$ cat config.mk
export PLATFORM = sky130hd
export DESIGN_NAME = alu_pipelined
export DESIGN_NICKNAME = d
export VERILOG_FILES = /design/src/rtl/alu_pkg.sv /design/src/rtl/alu_mul_iter.sv /design/src/rtl/alu_pipelined.sv
export SDC_FILE = /design/constraint.sdc
export NUM_CORES = 1
export LEC_CHECK = 0
export ABC_AREA = 1
export CAP_MARGIN = 20
export CELL_PAD_IN_SITES_DETAIL_PLACEMENT = 2
export CELL_PAD_IN_SITES_GLOBAL_PLACEMENT = 2
export CORE_UTILIZATION = 34
export DETAILED_ROUTE_END_ITERATION = 10
export PLACE_DENSITY_LB_ADDON = 0.1
export SETUP_SLACK_MARGIN = 0.2
export SLEW_MARGIN = 20
export SYNTH_ARGS = -nofsm -noshare
export SYNTH_HDL_FRONTEND = slang
export SYNTH_SLANG_ARGS = --single-unit
$ cat constraint.sdc
create_clock -name CLK -period 5.23 [get_ports CLK]
set_clock_uncertainty 0.05 [all_clocks]
set_input_delay 0.7845 -clock CLK [delete_from_list [all_inputs] [get_ports CLK]]
set_output_delay 0.7845 -clock CLK [all_outputs]
set_load 0.02 [all_outputs]
$ cat src/rtl/alu_pkg.sv
// Shared types and the single-cycle ALU function for the execute-stage ALU.
// The function works on a MAX_W-wide datapath and masks its result down to the caller's width.
package alu_pkg;

    typedef enum logic [2:0] {
        ALU_ADD = 3'd0,
        ALU_SUB = 3'd1,
        ALU_MUL = 3'd2,
        ALU_AND = 3'd3,
        ALU_OR  = 3'd4,
        ALU_XOR = 3'd5,
        ALU_SHL = 3'd6,
        ALU_SHR = 3'd7
    } alu_op_e;

    typedef enum logic [1:0] {
        IDLE = 2'd0,
        BUSY = 2'd1,
        DONE = 2'd2
    } state_e;

    localparam int unsigned MAX_W = 64;

    typedef struct packed {
        logic             carry;
        logic [MAX_W-1:0] res;
    } alu_res_t;

    // Operands must already be zero-extended from w bits; w is a power of two.
    function automatic alu_res_t alu_single(input alu_op_e op, input logic [MAX_W-1:0] a,
                                            input logic [MAX_W-1:0] b, input int unsigned w);
        logic [MAX_W-1:0] mask;
        logic [MAX_W-1:0] sh;
        logic [MAX_W:0]   sum;
        alu_res_t         r;
        mask = (w >= MAX_W) ? '1 : ((MAX_W'(1) << w) - MAX_W'(1));
        sh   = b & MAX_W'(w - 1);
        sum  = {1'b0, a} + {1'b0, b};
        r    = '0;
        case (op)
            ALU_ADD: begin
                r.res   = sum[MAX_W-1:0];
                r.carry = |(sum >> w);
            end
            ALU_SUB: begin
                r.res   = a - b;
                r.carry = (a < b);
            end
            ALU_AND: r.res = a & b;
            ALU_OR:  r.res = a | b;
            ALU_XOR: r.res = a ^ b;
            ALU_SHL: r.res = a << sh;
            ALU_SHR: r.res = a >> sh;
            default: r.res = '0;
        endcase
        r.res = r.res & mask;
        return r;
    endfunction

endpackage

$ cat src/rtl/alu_mul_iter.sv
// Iterative shift-add multiplier: one partial product per cycle, WIDTH cycles per product.
// `product` is the running sum including this cycle's step, so it is final while `done` is high.
module alu_mul_iter #(
    parameter int WIDTH = 16
) (
    input  logic             CLK,
    input  logic             RESET,
    input  logic             start,
    input  logic [WIDTH-1:0] a,
    input  logic [WIDTH-1:0] b,
    output logic             busy,
    output logic             done,
    output logic [WIDTH-1:0] product
);

    localparam int CW = $clog2(WIDTH);

    logic [WIDTH-1:0] mcand;
    logic [WIDTH-1:0] mplier;
    logic [WIDTH-1:0] acc;
    logic [WIDTH-1:0] acc_next;
    logic [CW-1:0]    count;

    assign acc_next = mplier[0] ? acc + mcand : acc;
    assign done     = busy && (count == CW'(WIDTH - 1));
    assign product  = acc_next;

    // NOTE: every register updated on the clock edge uses <= so all of them see pre-edge values.
    always_ff @(posedge CLK) begin
        if (RESET) begin
            mcand  <= '0;
            mplier <= '0;
            acc    <= '0;
            count  <= '0;
            busy   <= 1'b0;
        end else if (start) begin
            mcand  <= a;
            mplier <= b;
            acc    <= '0;
            count  <= '0;
            busy   <= 1'b1;
        end else if (busy) begin
            acc    <= acc_next;
            mcand  <= mcand << 1;
            mplier <= mplier >> 1;
            count  <= count + CW'(1);
            if (done)
                busy <= 1'b0;
        end
    end

endmodule

$ cat src/rtl/alu_pipelined.sv
// Handshaked execute ALU: single-cycle ops finish in one cycle, MUL is handed to the
// iterative multiplier; the result is held until the consumer takes it.
module alu_pipelined
    import alu_pkg::*;
#(
    parameter int WIDTH = 16,
    parameter int OP_W  = 3
) (
    input  logic             CLK,
    input  logic             RESET,
    input  logic             in_valid,
    output logic             in_ready,
    input  logic [WIDTH-1:0] a,
    input  logic [WIDTH-1:0] b,
    input  logic [OP_W-1:0]  config_,
    output logic             out_valid,
    input  logic             out_ready,
    output logic [WIDTH-1:0] c,
    output logic             carry,
    output logic             zero
);

    state_e           state;
    state_e           state_next;
    alu_op_e          op;
    alu_res_t         single;
    logic             accept;
    logic             mul_start;
    logic             mul_busy;
    logic             mul_done;
    logic [WIDTH-1:0] mul_product;

    assign op        = alu_op_e'(config_);
    assign accept    = in_valid && in_ready;
    assign mul_start = accept && (op == ALU_MUL);
    assign single    = alu_single(op, MAX_W'(a), MAX_W'(b), WIDTH);

    alu_mul_iter #(.WIDTH(WIDTH)) u_mul (
        .CLK     (CLK),
        .RESET   (RESET),
        .start   (mul_start),
        .a       (a),
        .b       (b),
        .busy    (mul_busy),
        .done    (mul_done),
        .product (mul_product)
    );

    always_ff @(posedge CLK) begin
        if (RESET)
            state <= IDLE;
        else
            state <= state_next;
    end

    // NOTE: assigning a default first keeps every path driven, so no latch is inferred.
    always_comb begin
        state_next = state;
        case (state)
            IDLE:    if (accept) state_next = mul_start ? BUSY : DONE;
            BUSY:    if (mul_done) state_next = DONE;
            DONE: begin
                if (accept)
                    state_next = mul_start ? BUSY : DONE;
                else if (out_ready)
                    state_next = IDLE;
            end
            default: state_next = IDLE;
        endcase
    end

    always_comb begin
        out_valid = (state == DONE);
        in_ready  = ((state == IDLE) || ((state == DONE) && out_ready)) && !mul_busy;
    end

    // Result registers only move on a new result, so they hold across backpressure and hand-off.
    always_ff @(posedge CLK) begin
        if (RESET) begin
            c     <= '0;
            carry <= 1'b0;
            zero  <= 1'b0;
        end else if (accept && !mul_start) begin
            c     <= single.res[WIDTH-1:0];
            carry <= single.carry;
            zero  <= (single.res == '0);
        end else if (mul_done) begin
            c     <= mul_product;
            carry <= 1'b0;
            zero  <= (mul_product == '0);
        end
    end

endmodule
Word-level counts from Yosys, hierarchy flattened:

Cells that the tools add are included.

* register bits after elaboration: 73
* bits in latches: 0
* bits in writable memories: 0
* ROM bits: 0
* input bits: 39
* output and inout port bits: 20
* word-level logic and storage cells: 72
* memories kept: 0

* add/subtract/negate cells: 4
* multipliers: 0
* div/mod/pow operators: 0
* order comparisons: 1
* equal/unequal tests: 13
* shift-type cells: 2
* multiplexer cells: 22
* bitwise gates (word level): 3
* reduce and logical (&&, ||, !) cells: 18

Operator list (number)
* $mux W16: 7
* $pmux W16 S7: 1
* $logic_not A64 Y1: 1
* $reduce_or A49 Y1: 1
* $add A16 B16 Y17: 1
* $add A16 B16 Y16: 1
* $and A16 B16 Y16: 1
* $logic_not A16 Y1: 1
* $lt A16 B16 Y1: 1
* $or A16 B16 Y16: 1
* $shl A16 B4 Y16: 1
* $shr A16 B4 Y16: 1
* $sub A16 B16 Y16: 1
* $xor A16 B16 Y16: 1
* $eq A3 B3 Y1 const B: 4
* $mux W2: 5
* $mux W1: 7
* $eq A3 B2 Y1 const B: 2
* $logic_and A1 B1 Y1: 6
* $pmux W2 S3: 1
* $add A4 B1 Y4 const B: 1
* $eq A4 B4 Y1 const B: 1
* $ne A2 B2 Y1 const B: 2
* $reduce_bool A2 Y1: 2
* other kinds (11): 12

Depth between registers and ports, before layout:

* depth after elaboration: 9
* depth in mapped cells: 20
* mapped depth without buffers: 19

Hierarchy:

A second synthesis with hierarchy kept.

* cells, all modules: 1538
* area, all modules: 8617.0 um2

Modules (own cells, without submodules)
* alu_pipelined: instances 1, cells each 994, area an instance 5148.7 um2, seq. area each 400.4 um2
* alu_mul_iter: instances 1, cells each 544, area an instance 3468.3 um2, seq. area each 1061.0 um2

Least setup slack after synthesis:

No wires, ideal clock.

* path type: input -> register
* from: input port b[2]
* to: register zero
* library setup time: 0.070 ns
* data arrival time: 2.845 ns
* required time: 5.110 ns
* path slack: 2.266 ns
* stages: 20
* path buffers: 3
* cell sequence: buf_2 -> inv_1 -> buf_1 -> ha_1 -> buf_2 -> inv_1 -> nand2_1 -> nand2_1 -> nand3_1 -> nand2_1 -> nand2_1 -> nand3_1 -> nand2_1 -> nand3_1 -> nand2_1 -> nor2_1 -> nand2_1 -> nor2_1 -> nand4_1 -> a21oi_1

* longest elaborated chain between the ends: 4
* elaborated cells on any way between the ends: 10
* classes of those cells: 2 x add/sub; 2 x shift; 2 x mux; 3 x bitwise; 1 x reduce/logical

Ends and longest elaborated chain
* start: declaration: line alu_pipelined.sv:14 `input logic [WIDTH-1:0] b,`
* $sub A16 B16 Y16 (tied with other cells): line alu_pkg.sv:46 `r.res = a - b;`
* $pmux W16 S7 *: line alu_pkg.sv:40 `case (op)`
* $logic_not A64 Y1 *: line alu_pipelined.sv:86 `zero <= (single.res == '0);`
* $mux W1 *: line alu_pipelined.sv:83 `end else if (accept && !mul_start) begin`
* end signal: assignment: line alu_pipelined.sv:86
* end signal: assignment: line alu_pipelined.sv:90 `zero <= (mul_product == '0);`
* end: declaration: line alu_pipelined.sv:20 `output logic zero`

Every way passes the cells marked *; elsewhere a longest branch is shown, timed or not.
A chain may end at the register's enable or synchronous reset.

Worst setup path in the final report:

* from: input port b[1]
* to: register zero

The elaborated chain is that of the path after synthesis.

==> run_results.csv <==
group,metric,value,unit
outcome,outcome,"finished, final reports clean",
routing,drtPass1Iterations,5,
power,ir_worst_vdd,130,uV
run,drv_cap,0,
synth,syn_nets,1601,
synth,synth_commonest_cells,"nand2_1 (530), inv_1 (181), nand3_1 (174), nor2_1 (157), dfxtp_1 (73)",
global_route,antenna_found_initial,0,
power,p_leak,0.00456,uW
timing,slew_violations,0,
clocking,cts_resized,0,
cells_and_area,final_nets,1630,
timing,max_slew.worst_pin.slew,786,ps
worst_setup_path,path_buf_inv,4,
placed_design,port_buffers,58,
routing,vias,10083,
worst_setup_path,slowest_delay,540,ps
routing,drt_wl_total,40.0,mm
cells_and_area,multi_input_area,0.00576,sq mm
synth,ys_seq_elements,73,
timing,slew_headroom,0.476,
synth,synthFlopType,"dfxtp_1",
worst_hold_path,hold_path.class,"reg -> reg",
floorplan,dieArea,0.0248,sq mm
clocking,cts_tree,"done",
placed_design,hpwl,31.2,mm
worst_setup_path,path_cells,"clkdlybuf4s50_1 -> buf_4 -> inv_2 -> fa_1 -> inv_1 -> nand3_1 -> nand2_1 -> nand2_1 -> nand2_1 -> nand2_1 -> nand2_1 -> nand2_1 -> nand2_1 -> nor2_1 -> nor2_1 -> nand2_1 -> nor2_1 -> nand4_1 -> a21oi_1",
worst_setup_path,path_max_fanout,39,
placed_design,gp_congestion,0.934,
synth,ys_types,39,
worst_hold_path,min_path_cells,2,
cells_and_area,areaGrowthSynthToFinish,13.8,%
synth,synthArstFlopShare,0,
synth,synth-edff-count,0,
synth,yosysMostFrequentCell,"nand2_1",
timing,post-route-min-period,3670,ps
timing,period_share,0.701,
routing,drc_errors,0,
clocking,clockBufferDepth,2,
placed_design,place_ws,1250,ps
synth,synthesis.area,0.00821,sq mm
global_route,grt.total_usage,0.333,
synth,yosysSeqAreaShare,0.178,
global_route,grt.overflow.total,0,
cells_and_area,regArea,0.00146,sq mm
clocking,post-cts-setup-buffers,0,
timing,setup_viol,0,
routing,avgViaCountPerCell,5.47,
synth,yosysTopAreaCell,"nand2_1",
worst_setup_path,cp_common_cell,"nand2_1",
synth,ys.warnings.count,0,
routing,drtIter0Drc,468,
worst_setup_path,crit_type,"in -> reg",
floorplan,initial_utilization,0.349,
global_route,grt_start_max_net_pins,55,
timing,grt_setup_unrepaired,"false",
worst_setup_path,ff2ff_path_depth,18,
global_route,grt_pass1_vias,10984,
timing,layout_setup_ws,1560,ps
cells_and_area,diodes,0,
worst_setup_path,cp_top_family,"buffers and inverters",
floorplan,die_h,157,um
routing,wl_per_cell,21.7,um
cells_and_area,final_core_util,0.397,
clocking,clk_latency,350,ps
synth,syn_inst,1491,
floorplan,io_pins,59,
clocking,clk_pin_slew,70,ps
clocking,cts-root-buf,"clkbuf_16",
synth,synth.top_cell.area_share,0.242,
synth,avgSynthCellArea,5.51,sq um
power,power_density,203,mW/mm^2
floorplan,coreArea,0.0235,sq mm
cells_and_area,drive_gt1_frac,0.0400,
power,finalPower,1900,uW
floorplan,rows,56,
clocking,numClockSinks,73,
worst_setup_path,slowest_stage,"fa_1",
routing,ant_nets,0,
worst_setup_path,arrival,3900,ps
clocking,htreeDepth,3,
cells_and_area,nFillCells,3133,
timing,timing_hold_violations_final,0,
timing,max_freq,0.273,GHz
synth,synthTopCellsByArea,"nand2_1 (24%), dfxtp_1 (18%), nand3_1 (11%), ha_1 (10%), inv_1 (8.3%)",
worst_setup_path,crit_required,5460,ps
worst_setup_path,cp.depth,19,
clocking,cts_hold_buf,0,
clocking,numCtsBuffers,9,
timing,setup_tns,0,ps
global_route,grt_pass1_wl,62.2,mm
worst_setup_path,endpoint_kind,"flop",
floorplan,die_w,157,um
worst_setup_path,start_kind,"input pin",
## worst min-delay path: cells and delay by family (launching register included)
family	cells	cell delay [ps]
compound gates	1	50
flops	1	310
simple gates	1	60
## cell usage in the layout, fill, tap and decap left out, types with 9 or more instances in the layout
master           count
a21oi_1             60
a31oi_1             43
buf_4               19
clkbuf_16            9
clkdlybuf4s50_1     57
dfxtp_1             72
ha_1                68
inv_1              181
inv_2                9
nand2_1            530
nand3_1            174
nand4_1             13
nor2_1             156
nor3_1              11
o211ai_1            10
o21ai_0             47
## cell type report
class,count,share of cell area
clock buffer,9,0.0241
clock inverter,7,0.00643
inverter,190,0.0763
multi-input combinational,1169,0.617
sequential,73,0.157
tap,319,0.0427
timing repair buffer,77,0.0769
## kinds of logic (layout without fill, tap and decap cells)
family                     Yosys count  in the layout  synth area share
AOI/OAI and AO/OA                  183            183             0.126
xor gates and xnor gates             3              3           0.00320
buffers and inverters              249            283             0.120
and+or+nand+nor                    912            912             0.461
adders and majority gates           71             71             0.111
DFF                                 73             73             0.178
## registers in the layout, summed over array words and instances, names as in the netlist, 2 cells and up
register and flops:
c 16, state 2, u_mul.acc 16, u_mul.count 4, u_mul.mcand 16, u_mul.mplier 16
## where the power goes
part / switching, uW / internal [uW]
logic: 471 / 212
clock network: 285 / 330
registers: 23.0 / 579
total: 779 / 1120
## through the flow
| stage | instance area, sq um | hold WS (ps) | std cells |
|---|---|---|---|
| 2_1_floorplan | 8210 | 391 | 1491 |
| 4_1_cts | 9340 | 424 | 1844 |
| 3_5_place_dp | 9060 | 415 | 1828 |
| 3_3_place_gp | 9060 | 401 | 1828 |
| 5_1_grt | 9340 | 461 | 1844 |
| 6_report | 9340 | 424 | 1844 |
## routing by layer
layer,vias up,share of wire,track usage
li1,4834,-,-
met1,4996,0.43,0.398
met2,178,0.49,0.588
met3,75,0.033,0.0363
met4,0,0.052,0.170
met5,-,0,0
## path summary, 6_finish.rpt
check,end,start,slack [ps]
min,u_mul.mplier[15],u_mul.mplier[15],420
max,zero,b[1],1560
max reg2reg,zero,u_mul.mcand[0],2440
min reg2reg,u_mul.mplier[15],u_mul.mplier[15],420
No activity file was read; power rests on OpenSTA's default activity.
